$ cat src/rtl/router_rr_scheduler_if.sv
`default_nettype none
// ============================================================================
// Module   : router_rr_scheduler_if
// Brief    : Shared-bus signal bundle between the terminal interfaces and the
//            router's round-robin scheduler.
// Revision : 1.0
// ============================================================================
interface router_rr_scheduler_if #(
    parameter int PCKG_SZ = 40,
    parameter int CNT_W   = 8
);
    logic [3:0]           pndng_i;
    logic [4*PCKG_SZ-1:0] data_out_i;
    logic [7:0]           tgt_i;
    logic [3:0]           full_i;
    logic [1:0]           trn;
    logic                 push_i;
    logic                 pop_i;
    logic [PCKG_SZ-1:0]   data_in_i;
    logic                 busy;
    logic [CNT_W-1:0]     skip_cnt;

    modport master (
        input  pndng_i, data_out_i, tgt_i, full_i,
        output trn, push_i, pop_i, data_in_i, busy, skip_cnt
    );

    modport slave (
        output pndng_i, data_out_i, tgt_i, full_i,
        input  trn, push_i, pop_i, data_in_i, busy, skip_cnt
    );
endinterface
`default_nettype wire

$ cat src/rtl/router_rr_scheduler.sv
`default_nettype none
// ============================================================================
// Module   : router_rr_scheduler
// Brief    : Round-robin grant of four terminal interfaces onto the router's
//            internal bus, with a bounded wait on full destinations.
// Revision : 1.0
// ============================================================================
module router_rr_scheduler #(
    parameter int PCKG_SZ  = 40,
    parameter int WAIT_MAX = 16,
    parameter int CNT_W    = 8
) (
    input  wire logic              clk,
    input  wire logic              rst,
    router_rr_scheduler_if.master  bus
);
    localparam int WAIT_W = (WAIT_MAX > 1) ? $clog2(WAIT_MAX) : 1;
    localparam logic [WAIT_W-1:0] c_WAIT_LAST = WAIT_W'(WAIT_MAX - 1);
    localparam logic [CNT_W-1:0]  c_SKIP_SAT  = {CNT_W{1'b1}};

    typedef enum logic [1:0] {
        ST_IDLE  = 2'd0,
        ST_CHECK = 2'd1,
        ST_PUSH  = 2'd2,
        ST_POP   = 2'd3
    } state_t;

    state_t             r_state, w_state_nxt;
    logic [1:0]         r_ptr, w_ptr_nxt;
    logic [1:0]         r_trn, w_trn_nxt;
    logic [1:0]         r_tgt_l, w_tgt_l_nxt;
    logic [PCKG_SZ-1:0] r_data, w_data_nxt;
    logic [WAIT_W-1:0]  r_wait, w_wait_nxt;
    logic [CNT_W-1:0]   r_skip, w_skip_nxt;

    logic [PCKG_SZ-1:0] w_pkt [4];
    logic [1:0]         w_tgt [4];
    logic [1:0]         w_sel;

    for (genvar k = 0; k < 4; k++) begin : g_slice
        assign w_pkt[k] = bus.data_out_i[k*PCKG_SZ +: PCKG_SZ];
        assign w_tgt[k] = bus.tgt_i[2*k +: 2];
    end

    // Scan from the farthest candidate down so the nearest pending one after ptr wins.
    always_comb begin
        w_sel = 2'd0;
        for (int i = 4; i >= 1; i--) begin
            if (bus.pndng_i[r_ptr + 2'(i)]) begin
                w_sel = r_ptr + 2'(i);
            end
        end
    end

    always_ff @(posedge clk or posedge rst) begin
        if (rst) begin
            r_state <= ST_IDLE;
            r_ptr   <= 2'd3;
            r_trn   <= 2'd0;
            r_tgt_l <= 2'd0;
            r_data  <= '0;
            r_wait  <= '0;
            r_skip  <= '0;
        end else begin
            r_state <= w_state_nxt;
            r_ptr   <= w_ptr_nxt;
            r_trn   <= w_trn_nxt;
            r_tgt_l <= w_tgt_l_nxt;
            r_data  <= w_data_nxt;
            r_wait  <= w_wait_nxt;
            r_skip  <= w_skip_nxt;
        end
    end

    always_comb begin
        w_state_nxt = r_state;
        w_ptr_nxt   = r_ptr;
        w_trn_nxt   = r_trn;
        w_tgt_l_nxt = r_tgt_l;
        w_data_nxt  = r_data;
        w_wait_nxt  = r_wait;
        w_skip_nxt  = r_skip;
        case (r_state)
            ST_IDLE: begin
                if (bus.pndng_i != 4'd0) begin
                    w_trn_nxt   = w_sel;
                    w_data_nxt  = w_pkt[w_sel];
                    w_tgt_l_nxt = w_tgt[w_sel];
                    w_wait_nxt  = '0;
                    w_state_nxt = ST_CHECK;
                end
            end
            ST_CHECK: begin
                if (!bus.pndng_i[r_trn]) begin
                    w_ptr_nxt   = r_trn;
                    w_state_nxt = ST_IDLE;
                end else if (!bus.full_i[r_tgt_l]) begin
                    w_state_nxt = ST_PUSH;
                end else if (r_wait == c_WAIT_LAST) begin
                    // Give up on this grant; the stalled requester drops to lowest priority.
                    w_ptr_nxt   = r_trn;
                    w_state_nxt = ST_IDLE;
                    if (r_skip != c_SKIP_SAT) begin
                        w_skip_nxt = r_skip + CNT_W'(1);
                    end
                end else begin
                    w_wait_nxt = r_wait + WAIT_W'(1);
                end
            end
            ST_PUSH: begin
                w_state_nxt = ST_POP;
            end
            ST_POP: begin
                w_ptr_nxt   = r_trn;
                w_state_nxt = ST_IDLE;
            end
            default: begin
                w_state_nxt = ST_IDLE;
            end
        endcase
    end

    assign bus.trn       = r_trn;
    assign bus.data_in_i = r_data;
    assign bus.push_i    = (r_state == ST_PUSH);
    assign bus.pop_i     = (r_state == ST_POP);
    assign bus.busy      = (r_state != ST_IDLE);
    assign bus.skip_cnt  = r_skip;

endmodule
`default_nettype wire

$ cat src/flat_wrapper.sv
// flat-port wrapper written by rule: the top's interface ports become plain ports
module router_rr_scheduler_flat 
#(
    parameter int PCKG_SZ  = 40,
    parameter int WAIT_MAX = 16,
    parameter int CNT_W    = 8
)
  (clk, rst, bus_pndng_i, bus_data_out_i, bus_tgt_i, bus_full_i, bus_trn, bus_push_i, bus_pop_i, bus_data_in_i, bus_busy, bus_skip_cnt);
  router_rr_scheduler_if #(.PCKG_SZ(PCKG_SZ), .CNT_W(CNT_W)) bus_i ();
  input  wire logic clk;
  input  wire logic rst;
  input wire logic [$bits(bus_i.pndng_i)-1:0] bus_pndng_i;
  input wire logic [$bits(bus_i.data_out_i)-1:0] bus_data_out_i;
  input wire logic [$bits(bus_i.tgt_i)-1:0] bus_tgt_i;
  input wire logic [$bits(bus_i.full_i)-1:0] bus_full_i;
  output wire logic [$bits(bus_i.trn)-1:0] bus_trn;
  output wire logic [$bits(bus_i.push_i)-1:0] bus_push_i;
  output wire logic [$bits(bus_i.pop_i)-1:0] bus_pop_i;
  output wire logic [$bits(bus_i.data_in_i)-1:0] bus_data_in_i;
  output wire logic [$bits(bus_i.busy)-1:0] bus_busy;
  output wire logic [$bits(bus_i.skip_cnt)-1:0] bus_skip_cnt;
  assign bus_i.pndng_i = bus_pndng_i;
  assign bus_i.data_out_i = bus_data_out_i;
  assign bus_i.tgt_i = bus_tgt_i;
  assign bus_i.full_i = bus_full_i;
  assign bus_trn = bus_i.trn;
  assign bus_push_i = bus_i.push_i;
  assign bus_pop_i = bus_i.pop_i;
  assign bus_data_in_i = bus_i.data_in_i;
  assign bus_busy = bus_i.busy;
  assign bus_skip_cnt = bus_i.skip_cnt;
  router_rr_scheduler #(.PCKG_SZ(PCKG_SZ), .WAIT_MAX(WAIT_MAX), .CNT_W(CNT_W)) u_core (.clk(clk), .rst(rst), .bus(bus_i));
endmodule
$ cat config.mk
export PLATFORM = sky130hd
export DESIGN_NAME = router_rr_scheduler_flat
export DESIGN_NICKNAME = d
export VERILOG_FILES = /design/src/rtl/router_rr_scheduler_if.sv /design/src/rtl/router_rr_scheduler.sv /design/src/flat_wrapper.sv
export SDC_FILE = /design/constraint.sdc
export NUM_CORES = 1
export LEC_CHECK = 0
export BUFFER_PORTS_ARGS = -buffer_cell sky130_fd_sc_hd__buf_2
export CORE_UTILIZATION = 43
export DETAILED_ROUTE_END_ITERATION = 8
export MAX_ROUTING_LAYER = met4
export PLACE_DENSITY = 0.78
export RECOVER_POWER = 100
export SYNTH_ARGS = -nofsm -noshare
export SYNTH_HDL_FRONTEND = slang
export SYNTH_SLANG_ARGS = --single-unit
$ cat constraint.sdc
create_clock -name clk -period 2.8 [get_ports clk]
set_input_delay 0.7 -clock clk [delete_from_list [all_inputs] [get_ports clk]]
set_output_delay 0.7 -clock clk [all_outputs]
set_load 0.02 [all_outputs]
; Word-level counts from Yosys, hierarchy flattened
; Cells that the tools add are included.
[totals]
regBits = 60
in_bits = 178
output_inout_bits = 53
elab_cells = 78
[op_classes]
add_sub_neg = 5
magnitude_cmp = 7
n_eq_ne = 12
mux = 36
bitwise_logic = 1
reduce_logical = 10
[op_table]
columns = cell, n
row1 = $bmux 40 s2, 1
row2 = $mux 40, 2
row3 = $mux 2, 13
row4 = $lt 2x3->1 const B, 6
row5 = $mux 4, 4
row6 = $bmux 1 s2, 6
row7 = $reduce_and 5->1, 2
row8 = $add 8x1->8 const B, 1
row9 = $ne 8x8->1 const B, 1
row10 = $pmux 2 s4, 1
row11 = $pmux 4 s2, 1
row12 = $mux 1, 6
row13 = $ne 2x1->1 const B, 3
row14 = $ne 3x3->1 const B, 2
row15 = $reduce_bool 2->1, 3
row16 = $add 2x2->2 const B, 2
row17 = $add 4x1->4 const B, 1
row18 = $bmux 2 s2, 1
row19 = $eq 2x2->1 const B, 2
row20 = $eq 4x4->1 const B, 1
row21 = $ne 4x4->1 const B, 1
row22 = $pmux 2 s2, 1
row23 = $reduce_and 2->1, 2
row24 = $reduce_bool 4->1, 1
row25 = other kinds (7), 7

; Depth between registers and ports, before layout
[depth]
depth_word = 10
ltp_mapped = 7
ltp_nobuf = 6

; Worst setup path after synthesis
; OpenSTA, ideal clock, no wires.
[synth_path]
kind = input to register
startpoint = input bus_full_i[1]
endpoint = register u_core.r_wait[0]
setup_ns = 0.121
arrival_ns = 1.876
t_required_ns = 2.679
slack_ns = 0.803
path_stages = 5
n_path_buf = 0
path_cell_list = mux4_1 -> nand3_2 -> nor2_1 -> mux2_2 -> a22o_1
[synth_via]
elab_chain_len = 4
[synth_lines]
columns = item, line_no
row1 = start: declaration, flat_wrapper.sv:15  ; input wire logic [$bits(bus_i.full_i)-1:0] bus_full_i;
row2 = $bmux 1 s2, router_rr_scheduler.sv:97  ; end else if (!bus.full_i[r_tgt_l]) begin
row3 = $mux 1 (implied by the code), router_rr_scheduler.sv:97
row4 = $ne 2x1->1 (no source line), --
row5 = $reduce_and 5->1 (no source line), --
row6 = end signal: assignment, router_rr_scheduler.sv:70  ; r_wait <= w_wait_nxt;
row7 = end: declaration, router_rr_scheduler.sv:33  ; logic [WAIT_W-1:0] r_wait, w_wait_nxt;
; No other way between the ends. The select of a mux whose other input is x is not followed.
; A chain may end at the register's enable or synchronous reset.

; Worst setup path after layout
[layout_path]
startpoint = input bus_pndng_i[3]
endpoint = register u_core.r_wait[2]
[layout_via]
elab_chain_len = 4
elab_cells_between_ends = 6
classes_between = eq/ne (2) / mux (2) / reduce/logical (2)
[layout_lines]
columns = item, line_no
row1 = start: declaration, flat_wrapper.sv:12  ; input wire logic [$bits(bus_i.pndng_i)-1:0] bus_pndng_i;
row2 = $bmux 1 s2, router_rr_scheduler.sv:94  ; if (!bus.pndng_i[r_trn]) begin
row3 = $mux 1 (implied by the code), router_rr_scheduler.sv:94
row4 = $ne 2x1->1 (no source line), --
row5 = $reduce_and 5->1 (no source line) (*), --
; Every way passes the cells marked *; elsewhere a longest branch is shown, timed or not. The select of a mux whose other input is x is not followed.

==> impl_summary.txt <==
----------------------------------------------------
[Timing]
  Setup Skew ... 0.0116 ns
  Number of hold-slack violations in the final timing report ... 0
  Relative slew margins ... 0.300
  Setup tns final ... 0 ns
  Setup slack of the critical path after layout ... 0.751 ns
  F_max ... 488 MHz
  Final critical delay including setup and external delays ... 2.05 ns
  Total of endpoints with negative setup slack in the final report ... 0
  Final hold slack ... 0.486 ns
  Transition time of the tightest slew-check pin ... 1.05 ns
  RSZ-0062 raised after global routing ... no
  Tcrit/Tclk final ... 0.732
  Fin. max-slew vios ... 0

[Floorplan]
  Initial cell density of the core ... 0.452
  Core box area ... 7890 µm²
  FP Rows ... 32
  Horizontal die dimension ... 93.1 µm
  Y dimension of the die ... 93.1 µm
  Ports placed on the boundary ... 231
  Total die area ... 8660 µm²

[Layout]
  Summed area of non-filler cells in the final layout ... 4950 µm²
  Area overhead of the layout relative to synthesis ... 38.9%
  Number of nets in the final layout ... 734
  Post-route core utilization ... 0.628
  Antenna fix cells ... 0
  Layout cells sized above 1 ... 0.377

[Route]
  Violation count after the first detailed-route iteration ... 133
  Detailed Routing Iterations Pass 1 ... 4
  Per-cell routed wire length ... 15.9 µm
  Via total after detailed routing ... 3599
  Antenna viol nets, final ... 0
  DRC violations left ... 0
  Via density per instance ... 5.44
  Total wire length after detailed routing ... 10500 µm

[CTS]
  Post-CTS setup buffer count ... 0
  CTS tree ... yes
  Clock net sink count ... 60
  Number of clock buffers inserted by TritonCTS ... 9
  Post-cts sizing count ... 0
  Level count of the clock H-tree ... 3
  CTS Buffer Depth ... 2
  Latest clock arrival within the worst-skew pair ... 0.33 ns
  Clock-pin slew of the registers on the worst-case setup and hold paths ... 0.07 ns
  Number of hold-repair buffers added at the cts stage ... 0
  Clock root buffer ... sky130_fd_sc_hd__clkbuf_8

[Synthesis]
  Number of library cell types mapped by synthesis ... 36
  Synthesized net count ... 509
  Top cells by area in the synthesized netlist ... sky130_fd_sc_hd__dfrtp_1, sky130_fd_sc_hd__mux2i_1, sky130_fd_sc_hd__o221ai_1
  Post-synth design cell area ... 3570 µm²
  Seq/Total Area, Yosys ... 0.422
  Top cells by instance count after synthesis ... sky130_fd_sc_hd__mux2i_1, sky130_fd_sc_hd__dfrtp_1, sky130_fd_sc_hd__nand2_1
  Post-Syn Instances ... 329
  Async set-reset flop share out of synthesis ... 1.00
  Avg Synthesized Cell Area ... 10.8 µm²
  Ys Warns ... 0
  Top_reg_cell synth ... sky130_fd_sc_hd__dfrtp_1
  Share of the synthesized area in the top cell type ... 0.407
  Post-synthesis register bit count ... 60
  Cell with the most instances after synthesis ... sky130_fd_sc_hd__mux2i_1
  Number of enable-type register cells in the synthesized netlist ... 0
  Dominant cell type by area after synthesis ... sky130_fd_sc_hd__dfrtp_1

[Min path]
  Hold Crit Endpoint ... u_core.bus.data_in_i[27]
  Min-delay worst type ... register to register
  Min-Delay Path Depth ... 2
  Hold Crit Start ... u_core.bus.data_in_i[27]

[GRT]
  M1 GR Usage ... 0.286
  Highest-utilization routing layer at the global route stage ... met2
  M3 GR Usage ... 0.0504
  Number of antenna violations at the first check in global routing ... 0
  Wire length of the first global-routing pass ... 16500 µm
  Pin count of the biggest net entering global routing ... 47
  All-layer global routing usage ... 0.250
  Remaining global-route overflow ... 0
  Met2 Usage GRT ... 0.433
  Number of global-route vias before repair ... 3697

[Critical path]
  Critical Setup Path Class ... input pin to register
  Critical path arrival ... 2.32 ns
  Register-to-Register Path Depth ... 6
  Startpoint of the worst-slack reg-to-reg timing path ... u_core.r_state[0]
  Reg2reg end ... u_core.bus.data_in_i[22]
  Largest stage delay on the critical path ... 0.70 ns
  Worst path top cell family by delay ... buffers and inverters
  WP buf/inv ... 2
  CP endpoint kind ... register
  Required time of the critical path ... 3.07 ns
  Cell with the most instances on the worst path ... sky130_fd_sc_hd__nand2_1
  Standard cell with the maximum stage delay on the critical path ... sky130_fd_sc_hd__clkbuf_2
  R2R Setup Slk ... 0.80 ns
  Worst setup SP type ... input pin
  CP max FO ... 45
  Worst path cell trace ... clkbuf_1 -> nor2_1 -> nand2_1 -> nand2_1 -> clkbuf_2 -> o311a_2

[Pwr]
  Power density normalized to cell area ... 993 nW/µm²
  Static Leakage ... 2.59 nW
  Maximum vdd drop ... 402 µV

[Placed design]
  Count of input and output buffers ... 230
  Worst slack, placed ... 0.539 ns
  HPWL Detailed ... 8030 µm
  Placement Cell Area ... 4830 µm²
  Gp weighted congestion ... 0.836

[Job]
  Count of max-cap constraint violations ... 0

[Status]
  Run status ... finished, final reports clean

----------------------------------------------------
==> layer usage <==
layer	vias up	part of all wire	wire length, µm
met4	0	0.017	178
met1	1700	0.41	4250
met2	168	0.52	5420
met3	23	0.061	638
li1	1708	-	-
met5	-	0	0
==> flip-flops by register name, indices dropped and copies added (netlist names), named ones only <==
signal,count
u_core.bus.data_in_i,40
u_core.bus.trn,2
u_core.r_wait,4
u_core.bus.skip_cnt,8
u_core.r_ptr,2
u_core.r_tgt_l,2
u_core.r_state,1
==> worst max path at each step <==
stage	startpoint	end	slack (ns)	depth (start not counted)
floorplan	rst	asynchronous set/reset pin	0.62	1
global placement	bus_pndng_i[0]	u_core.bus.data_in_i[22]	0.63	7
detailed placement	bus_pndng_i[0]	u_core.bus.data_in_i[22]	0.54	7
CTS	u_core.r_state[0]	u_core.bus.data_in_i[24]	0.79	6
global route	rst	u_core.bus.data_in_i[27]	0.46	3
finish	bus_pndng_i[3]	u_core.r_wait[2]	0.75	6
==> worst reg2reg max path, cell delays in order, from the launching register on <==
cell                       delay (ns)
sky130_fd_sc_hd__dfrtp_1         0.48
sky130_fd_sc_hd__nor2_1          0.18
sky130_fd_sc_hd__inv_1           0.08
sky130_fd_sc_hd__a21oi_1         0.30
sky130_fd_sc_hd__nand2b_2        0.36
sky130_fd_sc_hd__buf_12          0.30
sky130_fd_sc_hd__o221ai_1        0.22
==> cell usage in the layout (no fill, tap or decap), drive strengths merged, types with 5 or more instances in the layout <==
cell type  instances
a21oi              5
buf              182
clkbuf            66
dfrtp             58
mux2i             85
nand2             55
nand3              5
nand4              6
nor2               6
o221ai            43
xnor2              6
==> kinds of logic after synthesis <==
group	after synthesis	share of synthesized area
AOI/OAI and AO/OA	59	0.143
DFF	60	0.422
and+or+nand+nor	83	0.105
buffers and inverters	27	0.0410
xor gates and xnor gates	7	0.0172
muxes	91	0.265
adders and majority gates	2	0.00702
==> stage by stage <==
step,power [W],std cells
after floorplan,0.00336,329
after global placement,0.00408,645
after detailed placement,0.00417,645
after CTS,0.00504,661
after global routing,0.00525,661
final,0.00492,661
==> power by group <==
group          internal [W]  switching (W)
sequential          0.00124       0.000249
combinational       0.00101        0.00155
clock              0.000521       0.000342
==> area by class of cell <==
| cell class | instances | area (µm²) |
|---|---|---|
| fillers | 692 | 2940 |
| multi-input cells | 242 | 1920 |
| flip-flops and latches | 60 | 1500 |
| repair buffers | 237 | 1170 |
| clock buffers | 11 | 141 |
| well taps | 102 | 128 |
| clock inverters | 5 | 75.1 |
| inverters | 4 | 15.0 |
(Power assumes the default switching activity.)
